[config.mk]
export PLATFORM = sky130hd
export DESIGN_NAME = hc595_scan_driver_flat
export DESIGN_NICKNAME = d
export VERILOG_FILES = /design/src/rtl/hc595_pkg.sv /design/src/rtl/hc595_scan_driver_if.sv /design/src/rtl/hex7seg_decode.sv /design/src/rtl/hc595_scan_driver.sv /design/src/flat_wrapper.sv
export SDC_FILE = /design/constraint.sdc
export NUM_CORES = 1
export LEC_CHECK = 0
export ABC_AREA = 1
export CAP_MARGIN = 30
export CORE_ASPECT_RATIO = 0.75
export CORE_UTILIZATION = 36
export DETAILED_ROUTE_END_ITERATION = 8
export PLACE_DENSITY = 0.58
export SLEW_MARGIN = 40
export SYNTH_ARGS = -nofsm -noshare
export SYNTH_HDL_FRONTEND = slang
export SYNTH_SLANG_ARGS = --single-unit
[constraint.sdc]
create_clock -name clk -period 3.6 [get_ports clk]
set_clock_uncertainty 0.2 [all_clocks]
set_input_delay 0.9 -clock clk [delete_from_list [all_inputs] [get_ports clk]]
set_output_delay 0.9 -clock clk [all_outputs]
set_load 0.01 [all_outputs]
[src/rtl/hc595_pkg.sv]
// Shared types and constants for the 74HC595 seven-segment scan driver.
package hc595_pkg;

   // Scan FSM states
   typedef enum logic [1:0] {
      StLoad,
      StShift,
      StLatch,
      StWait
   } state_e;

   // Frame is {seg[7:0], sel[7:0]}, shifted MSB first into two chained 595s
   localparam int unsigned FRAME_W = 16;

   // Common-anode segment codes, active low, bit7 = dp, bits6..0 = g..a
   localparam logic [7:0] SEG_LUT [16] = '{
      8'hC0, 8'hF9, 8'hA4, 8'hB0, 8'h99, 8'h92, 8'h82, 8'hF8,
      8'h80, 8'h90, 8'h88, 8'h83, 8'hC6, 8'hA1, 8'h86, 8'h8E
   };

   localparam logic [7:0] SEG_BLANK = 8'hFF;

endpackage

[src/rtl/hc595_scan_driver_if.sv]
// Display data in, 74HC595 control lines out.
interface hc595_scan_driver_if;
   logic [31:0] disp_data;
   logic [7:0]  dp;
   logic        SH_CP;
   logic        ST_CP;
   logic        DS;
   logic        frame_done;

   // Source of the display data (register block side)
   modport master (
      output disp_data,
      output dp,
      input  SH_CP,
      input  ST_CP,
      input  DS,
      input  frame_done
   );

   // Scan driver side
   modport slave (
      input  disp_data,
      input  dp,
      output SH_CP,
      output ST_CP,
      output DS,
      output frame_done
   );
endinterface

[src/rtl/hex7seg_decode.sv]
// Nibble to common-anode segment code, with decimal point and blanking.
module hex7seg_decode
   import hc595_pkg::*;
(
   input  logic [3:0] nibble_i,
   input  logic       dp_i,
   input  logic       blank_i,
   output logic [7:0] seg_o
);

   // Look up the glyph, light the dp if asked, blanking overrides both
   always_comb begin
      seg_o = SEG_LUT[nibble_i];
      if (dp_i) begin
         seg_o[7] = 1'b0;
      end
      if (blank_i) begin
         seg_o = SEG_BLANK;
      end
   end

endmodule

[src/rtl/hc595_scan_driver.sv]
// Time-multiplexed 8-digit hex display through two chained 74HC595s.
// Optional build macro LEADING_ZERO_BLANK_EN blanks leading zero digits
// (digit 0 is always shown).
module hc595_scan_driver
   import hc595_pkg::*;
#(
   parameter int unsigned CLK_DIV     = 2,
   parameter int unsigned SCAN_CYCLES = 50000,
   parameter int unsigned NUM_DIGITS  = 8
) (
   input  logic                clk,
   input  logic                reset,
   hc595_scan_driver_if.slave  bus_io
);

   localparam int unsigned SlotW = $clog2(SCAN_CYCLES);
   localparam int unsigned DivW  = (CLK_DIV > 1) ? $clog2(CLK_DIV) : 1;
   localparam logic [SlotW-1:0] SlotLast = SlotW'(SCAN_CYCLES - 1);
   localparam logic [DivW-1:0]  DivLast  = DivW'(CLK_DIV - 1);
   localparam logic [2:0]       IdxLast  = 3'(NUM_DIGITS - 1);

   state_e               state_q;
   logic [2:0]           idx_q;
   logic [SlotW-1:0]     slot_q;
   logic [DivW-1:0]      div_q;
   logic [3:0]           bit_q;
   logic [FRAME_W-1:0]   frame_q;
   logic                 sh_q, st_q, ds_q, fd_q;

   logic [3:0]           nibble;
   logic                 dp_sel;
   logic                 blank;
   logic [7:0]           seg;
   logic [7:0]           sel;
   logic [FRAME_W-1:0]   frame_d;

   // Select the current digit's inputs and assemble its frame
   always_comb begin
      nibble  = bus_io.disp_data[{idx_q, 2'b00} +: 4];
      dp_sel  = bus_io.dp[idx_q];
`ifdef LEADING_ZERO_BLANK_EN
      blank   = (idx_q != 3'd0) && ((bus_io.disp_data >> {idx_q, 2'b00}) == 32'd0);
`else
      blank   = 1'b0;
`endif
      sel     = ~(8'b1 << idx_q);
      frame_d = {seg, sel};
   end

   hex7seg_decode u_decode (
      .nibble_i (nibble),
      .dp_i     (dp_sel),
      .blank_i  (blank),
      .seg_o    (seg)
   );

   // Scan FSM: load, shift 16 bits, latch, then idle out the rest of the slot
   always_ff @(posedge clk) begin
      if (reset) begin
         state_q <= StLoad;
         idx_q   <= 3'd0;
         slot_q  <= '0;
         div_q   <= '0;
         bit_q   <= 4'd0;
         frame_q <= '0;
         sh_q    <= 1'b0;
         st_q    <= 1'b0;
         ds_q    <= 1'b0;
         fd_q    <= 1'b0;
      end else begin
         fd_q   <= 1'b0;
         slot_q <= slot_q + SlotW'(1);
         case (state_q)
            StLoad: begin
               // slot_q counts cycles since the LOAD cycle
               slot_q  <= SlotW'(1);
               frame_q <= frame_d;
               ds_q    <= frame_d[FRAME_W-1];
               sh_q    <= 1'b0;
               div_q   <= '0;
               bit_q   <= 4'd15;
               state_q <= StShift;
            end
            StShift: begin
               if (div_q == DivLast) begin
                  div_q <= '0;
                  if (!sh_q) begin
                     sh_q <= 1'b1;
                  end else begin
                     sh_q <= 1'b0;
                     if (bit_q == 4'd0) begin
                        st_q    <= 1'b1;
                        state_q <= StLatch;
                     end else begin
                        // Next bit goes out on the SH_CP falling edge
                        bit_q   <= bit_q - 4'd1;
                        frame_q <= frame_q << 1;
                        ds_q    <= frame_q[FRAME_W-2];
                     end
                  end
               end else begin
                  div_q <= div_q + DivW'(1);
               end
            end
            StLatch: begin
               if (div_q == DivLast) begin
                  div_q   <= '0;
                  st_q    <= 1'b0;
                  fd_q    <= 1'b1;
                  state_q <= StWait;
               end else begin
                  div_q <= div_q + DivW'(1);
               end
            end
            StWait: begin
               if (slot_q == SlotLast) begin
                  idx_q   <= (idx_q == IdxLast) ? 3'd0 : idx_q + 3'd1;
                  state_q <= StLoad;
               end
            end
            default: state_q <= StLoad;
         endcase
      end
   end

   assign bus_io.SH_CP      = sh_q;
   assign bus_io.ST_CP      = st_q;
   assign bus_io.DS         = ds_q;
   assign bus_io.frame_done = fd_q;

endmodule

[src/flat_wrapper.sv]
// flat-port wrapper written by rule: the top's interface ports become plain ports
module hc595_scan_driver_flat import hc595_pkg::*;
#(
   parameter int unsigned CLK_DIV     = 2,
   parameter int unsigned SCAN_CYCLES = 50000,
   parameter int unsigned NUM_DIGITS  = 8
)
  (clk, reset, bus_io_disp_data, bus_io_dp, bus_io_SH_CP, bus_io_ST_CP, bus_io_DS, bus_io_frame_done);
  hc595_scan_driver_if bus_io_i ();
  input  logic clk;
  input  logic reset;
  input wire logic [$bits(bus_io_i.disp_data)-1:0] bus_io_disp_data;
  input wire logic [$bits(bus_io_i.dp)-1:0] bus_io_dp;
  output wire logic [$bits(bus_io_i.SH_CP)-1:0] bus_io_SH_CP;
  output wire logic [$bits(bus_io_i.ST_CP)-1:0] bus_io_ST_CP;
  output wire logic [$bits(bus_io_i.DS)-1:0] bus_io_DS;
  output wire logic [$bits(bus_io_i.frame_done)-1:0] bus_io_frame_done;
  assign bus_io_i.disp_data = bus_io_disp_data;
  assign bus_io_i.dp = bus_io_dp;
  assign bus_io_SH_CP = bus_io_i.SH_CP;
  assign bus_io_ST_CP = bus_io_i.ST_CP;
  assign bus_io_DS = bus_io_i.DS;
  assign bus_io_frame_done = bus_io_i.frame_done;
  hc595_scan_driver #(.CLK_DIV(CLK_DIV), .SCAN_CYCLES(SCAN_CYCLES), .NUM_DIGITS(NUM_DIGITS)) u_core (.clk(clk), .reset(reset), .bus_io(bus_io_i));
endmodule
; ---- After elaboration in Yosys (flattened, before gate mapping)
; Memory sizes are Yosys's and may differ from the RTL's.
; Cells that the tools add are included.
; Widths: inputs -> output; s select.
[word_totals]
ff_bits = 45
rom_bits = 128
out_inout_bits = 4
elab_cells = 83
mem_count = 1
[mem_list]
columns = memory, words, width, read_ports, rd_clocked_by_memory_dff, write_ports, line_no
row1 = (name not given), 16, 8, 1, 0, 0, hex7seg_decode.sv:13  ; seg_o = SEG_LUT[nibble_i];
[op_classes]
addsub = 4
magnitude_cmp = 2
eq_ne = 11
shift = 2
muxes = 36
n_bitwise = 3
reduce_logical = 13
[ops]
columns = op, n
row1 = $mux 15, 3
row2 = $shiftx 32x6->4, 1
row3 = $pmux 15 s2, 1
row4 = $add 16x1->16 const B, 1
row5 = $eq 16x16->1 const B, 1
row6 = $mux 8, 2
row7 = $mux 1, 14
row8 = $mux 4, 3
row9 = $mux 2, 5
row10 = $ne 2x1->1 const B, 5
row11 = $reduce_and 5->1, 2
row12 = $not 8->8, 1
row13 = $pmux 1 s2, 4
row14 = $pmux 2 s4, 1
row15 = $pmux 4 s2, 1
row16 = $shl 1x3->8 const A, 1
row17 = $reduce_bool 2->1, 3
row18 = $reduce_or 2->1, 3
row19 = $ge 5x5->1 const B, 1
row20 = $not 4->5, 1
row21 = $eq 2x2->1 const B, 2
row22 = $logic_not 4->1, 1
row23 = $lt 3x4->1 const B, 1
row24 = $reduce_and 2->1, 2
row25 = 11 further kinds, 11

; ---- Longest topological paths before layout
[logic_depth]
depth_word = 7
depth_mapped = 16

; ---- Modules after synthesis
; From an unflattened synthesis, not the netlist that was laid out.
[unflattened]
hier_cells = 432
area_unflattened_um2 = 2831.5
[modules_own_cells]
columns = mod, n_inst, cells_per_inst, area_per_inst_um2, seq_area_each_um2
row1 = hc595_scan_driver, 1, 379, 2538.7, 900.9
row2 = hex7seg_decode, 1, 53, 292.8, 0.0

; ---- Worst setup path before layout
; OpenSTA, ideal clock, no wires.
[synth_timing]
kind = input to register
startpoint = input port bus_io_disp_data[29]
endpoint = register u_core.frame_q[9]
setup_time_ns = 0.109
t_arrival_ns = 1.946
t_required_ns = 3.291
path_slack_ns = 1.345
cell_stages = 14
path_buffers = 0
path_cell_list = inv_1 -> nand2_1 -> nand3_1 -> nand2_1 -> nand2_1 -> nand2_1 -> inv_2 -> ha_1 -> nand3_1 -> nand2_1 -> nand3_1 -> nand3_1 -> nand2_1 -> inv_1
[synth_via]
elab_chain_len = 6
[synth_lines]
columns = element, line_no
row1 = "start, declared", flat_wrapper.sv:12  ; input wire logic [$bits(bus_io_i.disp_data)-1:0] bus_io_disp_data;
row2 = $shiftx 32x6->4, hc595_scan_driver.sv:39  ; nibble = bus_io.disp_data[{idx_q, 2'b00} +: 4];
row3 = $not 4->5 (implied by the code), hex7seg_decode.sv:13
row4 = $mem_v2 16x8, -
row5 = $mux 8 (implied by the code) (2 in series), hex7seg_decode.sv:13
row6 = $pmux 15 s2, hc595_scan_driver.sv:73  ; case (state_q)
row7 = "end signal, assigned", hc595_scan_driver.sv:77  ; frame_q <= frame_d;
row8 = "end signal, assigned", hc595_scan_driver.sv:97  ; frame_q <= frame_q << 1;
row9 = "end, declared", hc595_scan_driver.sv:27  ; logic [FRAME_W-1:0] frame_q;
; No other way between the ends. The select of a mux whose other input is x is not followed.
; A chain may end at the register's enable or synchronous reset.

; ---- Final worst setup path
[layout_timing]
startpoint = input port bus_io_disp_data[17]
endpoint = register u_core.frame_q[8]
; Same word-level chain as after synthesis.

==> summary.txt <==
Run status
  – Status: finished clean

Global routing
  – Aggregate global-route resource usage: 0.168
  – Vias in the first global route: 2,587
  – First-pass GRT wire length: 11.7 mm
  – Largest net degree at the start of global routing: 28
  – Initial antenna violation count: 0
  – Total grt overflow: 0

Finish
  – Nets: 547
  – Post-Layout Cell Count: 591
  – Fillers: 818
  – Finished Cell Area: 3560 um^2
  – Share of cells above drive strength 1: 0.0782
  – Layout area overhead: 20.5%
  – Antenna Cells: 0

Timing
  – Rel. slew slack: 0.545
  – Fin crit share: 0.742
  – TNS Setup: 0 ns
  – Hold Vio Cnt, Final: 0
  – Fin crit period: 2.67 ns
  – Worst-Margin Slew: 0.682 ns
  – Max frequency: 375 MHz
  – Final setup vio count: 0
  – Unrepaired setup endpoints after global routing: no
  – Slew Limit Fails: 0

Logic synthesis
  – Yosys cell types: 36
  – Seq/Total Area, Yosys: 0.305
  – Simple-gate share of the synthesized area: 0.320
  – Gate Count Post-Synth: 445
  – Synth Area in Adders: 0.0805
  – Post-synthesis compound-gate area fraction: 0.169
  – Prevailing post-synth register cell: dfxtp_1
  – Largest family of logic cells by synthesized area: simple AND/OR/NAND/NOR gates
  – Post-Syn Area: 2950 um^2
  – Syn nets: 506
  – Multiplexer share of the synthesized area: 0
  – Ys Warns: 0
  – Post-synth EDFFs: 0
  – Synthesis-stage register bit count: 45
  – Synth Area in XOR/XNOR: 0.00296
  – Synth Area per Inst: 6.64 um^2
  – Ys async rst share: 0

Clocking
  – Hold bufs inserted after CTS: 0
  – Clk slew on worst S/H paths: 0.08 ns
  – CTS buffer count: 5
  – Clock Tree Buf Depth: 2
  – Clock Sinks: 45
  – # resized after CTS: 0
  – Total setup buffers inserted after CTS: 0
  – Root Buffer: clkbuf_8
  – CTS tree: built
  – Clk_lat worst skew: 0.29 ns
  – H-tree depth: 2

Worst hold path
  – Hold crit path type: reg -> reg

Die
  – I/O Pins: 46
  – Die ar.: 8580 um^2
  – # rows: 28
  – Starting Density: 0.373
  – Die width: 107 um
  – Die Ht: 80.5 um
  – Core box area: 7920 um^2

Drt
  – Via count: 2,869
  – DRT Pass-1 Iters: 5
  – Post-DR wirelength/cell: 11.6 um
  – Initial drt markers: 182
  – Final ANT Viol Nets: 0
  – DRC: 0
  – DRT Wirelength: 6.89 mm
  – Routed vias/inst: 4.85

Power and ir drop
  – Sw Pwr: 662 uW
  – Share of power burned in registers: 0.412
  – Power per cell area: 481 nW/um^2
  – Sw frac: 0.387
  – Proportion of power drawn by the clock network: 0.186
  – Max rail drop VDD: 0.248 mV
  – Combinational Power Share: 0.402
  – Int Power: 1050 uW
  – Leak Pwr: 0.00156 uW

Critical path
  – CP peak stage delay: 0.45 ns
  – Startpoint Class: input pin
  – Most frequent CP cell: nand2_1
  – Critical-path cell list: clkdlybuf4s50_1 > inv_1 > nand2_1 > nand3_1 > nand2_1 > nand2_1 > nand2_1 > inv_2 > ha_1 > inv_1 > nand3_1 > nand3_1 > nand3_1 > nand2_1 > a21oi_1
  – Endpoint type of the worst setup path: flip-flop
  – Crit path arrival time: 2.65 ns
  – Worst path slowest cell: clkdlybuf4s50_1
  – CP max FO: 4
  – CP required: 3.58 ns
  – CP Class: in -> reg

Placed design
  – Dpl cells: 584
  – Detailed Place HPWL: 5.17 mm
  – Port Buf Inserts: 45
  – Placed Instance Area: 3470 um^2
  – GPL Wtd Cong: 0.906

Flow run
  – MaxCap Viol Count: 0
[kinds of logic after synthesis]
| logic type | after synthesis |
|---|---|
| simple gates | 202 |
| xor+xnor | 1 |
| compound gates | 91 |
| buf+inv | 87 |
| fa+ha+maj | 19 |
| flops | 45 |
[power groups by stage]
stage	Sequential (uW)	Combinational (uW)	Clock, uW
2_1_floorplan	705	525	0
3_3_place_gp	713	674	0
3_5_place_dp	716	686	0
4_1_cts	705	691	327
5_1_grt	722	793	351
6_report	706	689	318
[layer usage]
metal / wire length [um] / track usage / share of wire / vias up
met5: 0 / 0 / 0 / -
met4: 12 / 0.0205 / 0.0017 / 0
met3: 196 / 0.0292 / 0.028 / 2
met2: 2980 / 0.269 / 0.43 / 36
met1: 3700 / 0.239 / 0.54 / 1318
li1: - / - / - / 1513
[sequential cells by signal (all words and copies together), names as in the netlist]
| name | flops |
|---|---|
| u_core.slot_q | 16 |
| u_core.frame_q | 15 |
| u_core.bit_q | 4 |
| u_core.idx_q | 3 |
| u_core.state_q | 2 |
| u_core.bus_io.DS | 1 |
| u_core.bus_io.SH_CP | 1 |
| u_core.bus_io.ST_CP | 1 |
| u_core.bus_io.frame_done | 1 |
| u_core.div_q | 1 |
[cells in the final DEF, fill, tap and decap left out, types with 5 or more instances in the layout]
master,count
nand2_1,106
dfxtp_1,45
clkbuf_8,6
a21oi_1,40
o21ai_0,28
o21ai_1,9
ha_1,19
nor2_1,22
nand3_1,40
inv_1,68
nor2_2,6
clkdlybuf4s50_1,45
nand4_1,5
a31oi_1,6
[stage by stage]
stage / hold WS (ns) / utilization / power (uW) / setup slack, ns
after global routing: 0.286 / 0.450 / 1870 / 0.752
final: 0.273 / 0.450 / 1710 / 0.930
after detailed placement: 0.263 / 0.439 / 1400 / 0.646
after CTS: 0.277 / 0.450 / 1720 / 0.953
after floorplan: 0.240 / - / 1230 / 1.35
after global placement: 0.246 / 0.439 / 1390 / 0.677
[worst max-delay path: cells and delay by family]
family	cells	cell delay, ns
AO/OA/AOI/OAI	1	0.05
AND/OR/NAND/NOR	9	0.81
buffers and inverters	4	0.67
adder cells (fa/ha/maj)	1	0.21
[layout make-up]
class                      count  area (um^2)  area share
tap                          105          131      0.0369
inverter                      72          273      0.0766
timing repair buffer          49          480       0.135
clock buffer                   7         86.3      0.0242
multi-input combinational    313         1690       0.474
sequential                    45          901       0.253
[synthesized netlist by cell type (3+ instances only)]
cell | n | area [um^2]
clkbuf_1 | 3 | 11.3
o21ai_0 | 28 | 140
nor3_1 | 4 | 20.0
buf_6 | 3 | 33.8
nand2_1 | 106 | 398
nand3_2 | 4 | 40.0
a31oi_1 | 6 | 37.5
ha_1 | 19 | 238
dfxtp_1 | 45 | 901
nor2_1 | 22 | 82.6
buf_2 | 6 | 30.0
a21oi_1 | 40 | 200
inv_1 | 68 | 255
nand3_1 | 40 | 200
nor4_1 | 3 | 18.8
nand4_1 | 5 | 31.3
inv_2 | 3 | 11.3
o21ai_1 | 9 | 45.0
nor2_2 | 6 | 37.5
nand2_2 | 4 | 25.0
[final timing paths]
path | start | end | slack [ns] | depth (start not counted)
worst max-delay path | bus_io_disp_data[17] | u_core.frame_q[8] | 0.93 | 15
worst min register to register | u_core.frame_q[0] | u_core.frame_q[0] | 0.27 | 2
worst max register to register | u_core.idx_q[2] | u_core.frame_q[9] | 1.11 | 10
worst min-delay path | u_core.frame_q[0] | u_core.frame_q[0] | 0.27 | 2
(Power assumes the default switching activity.)
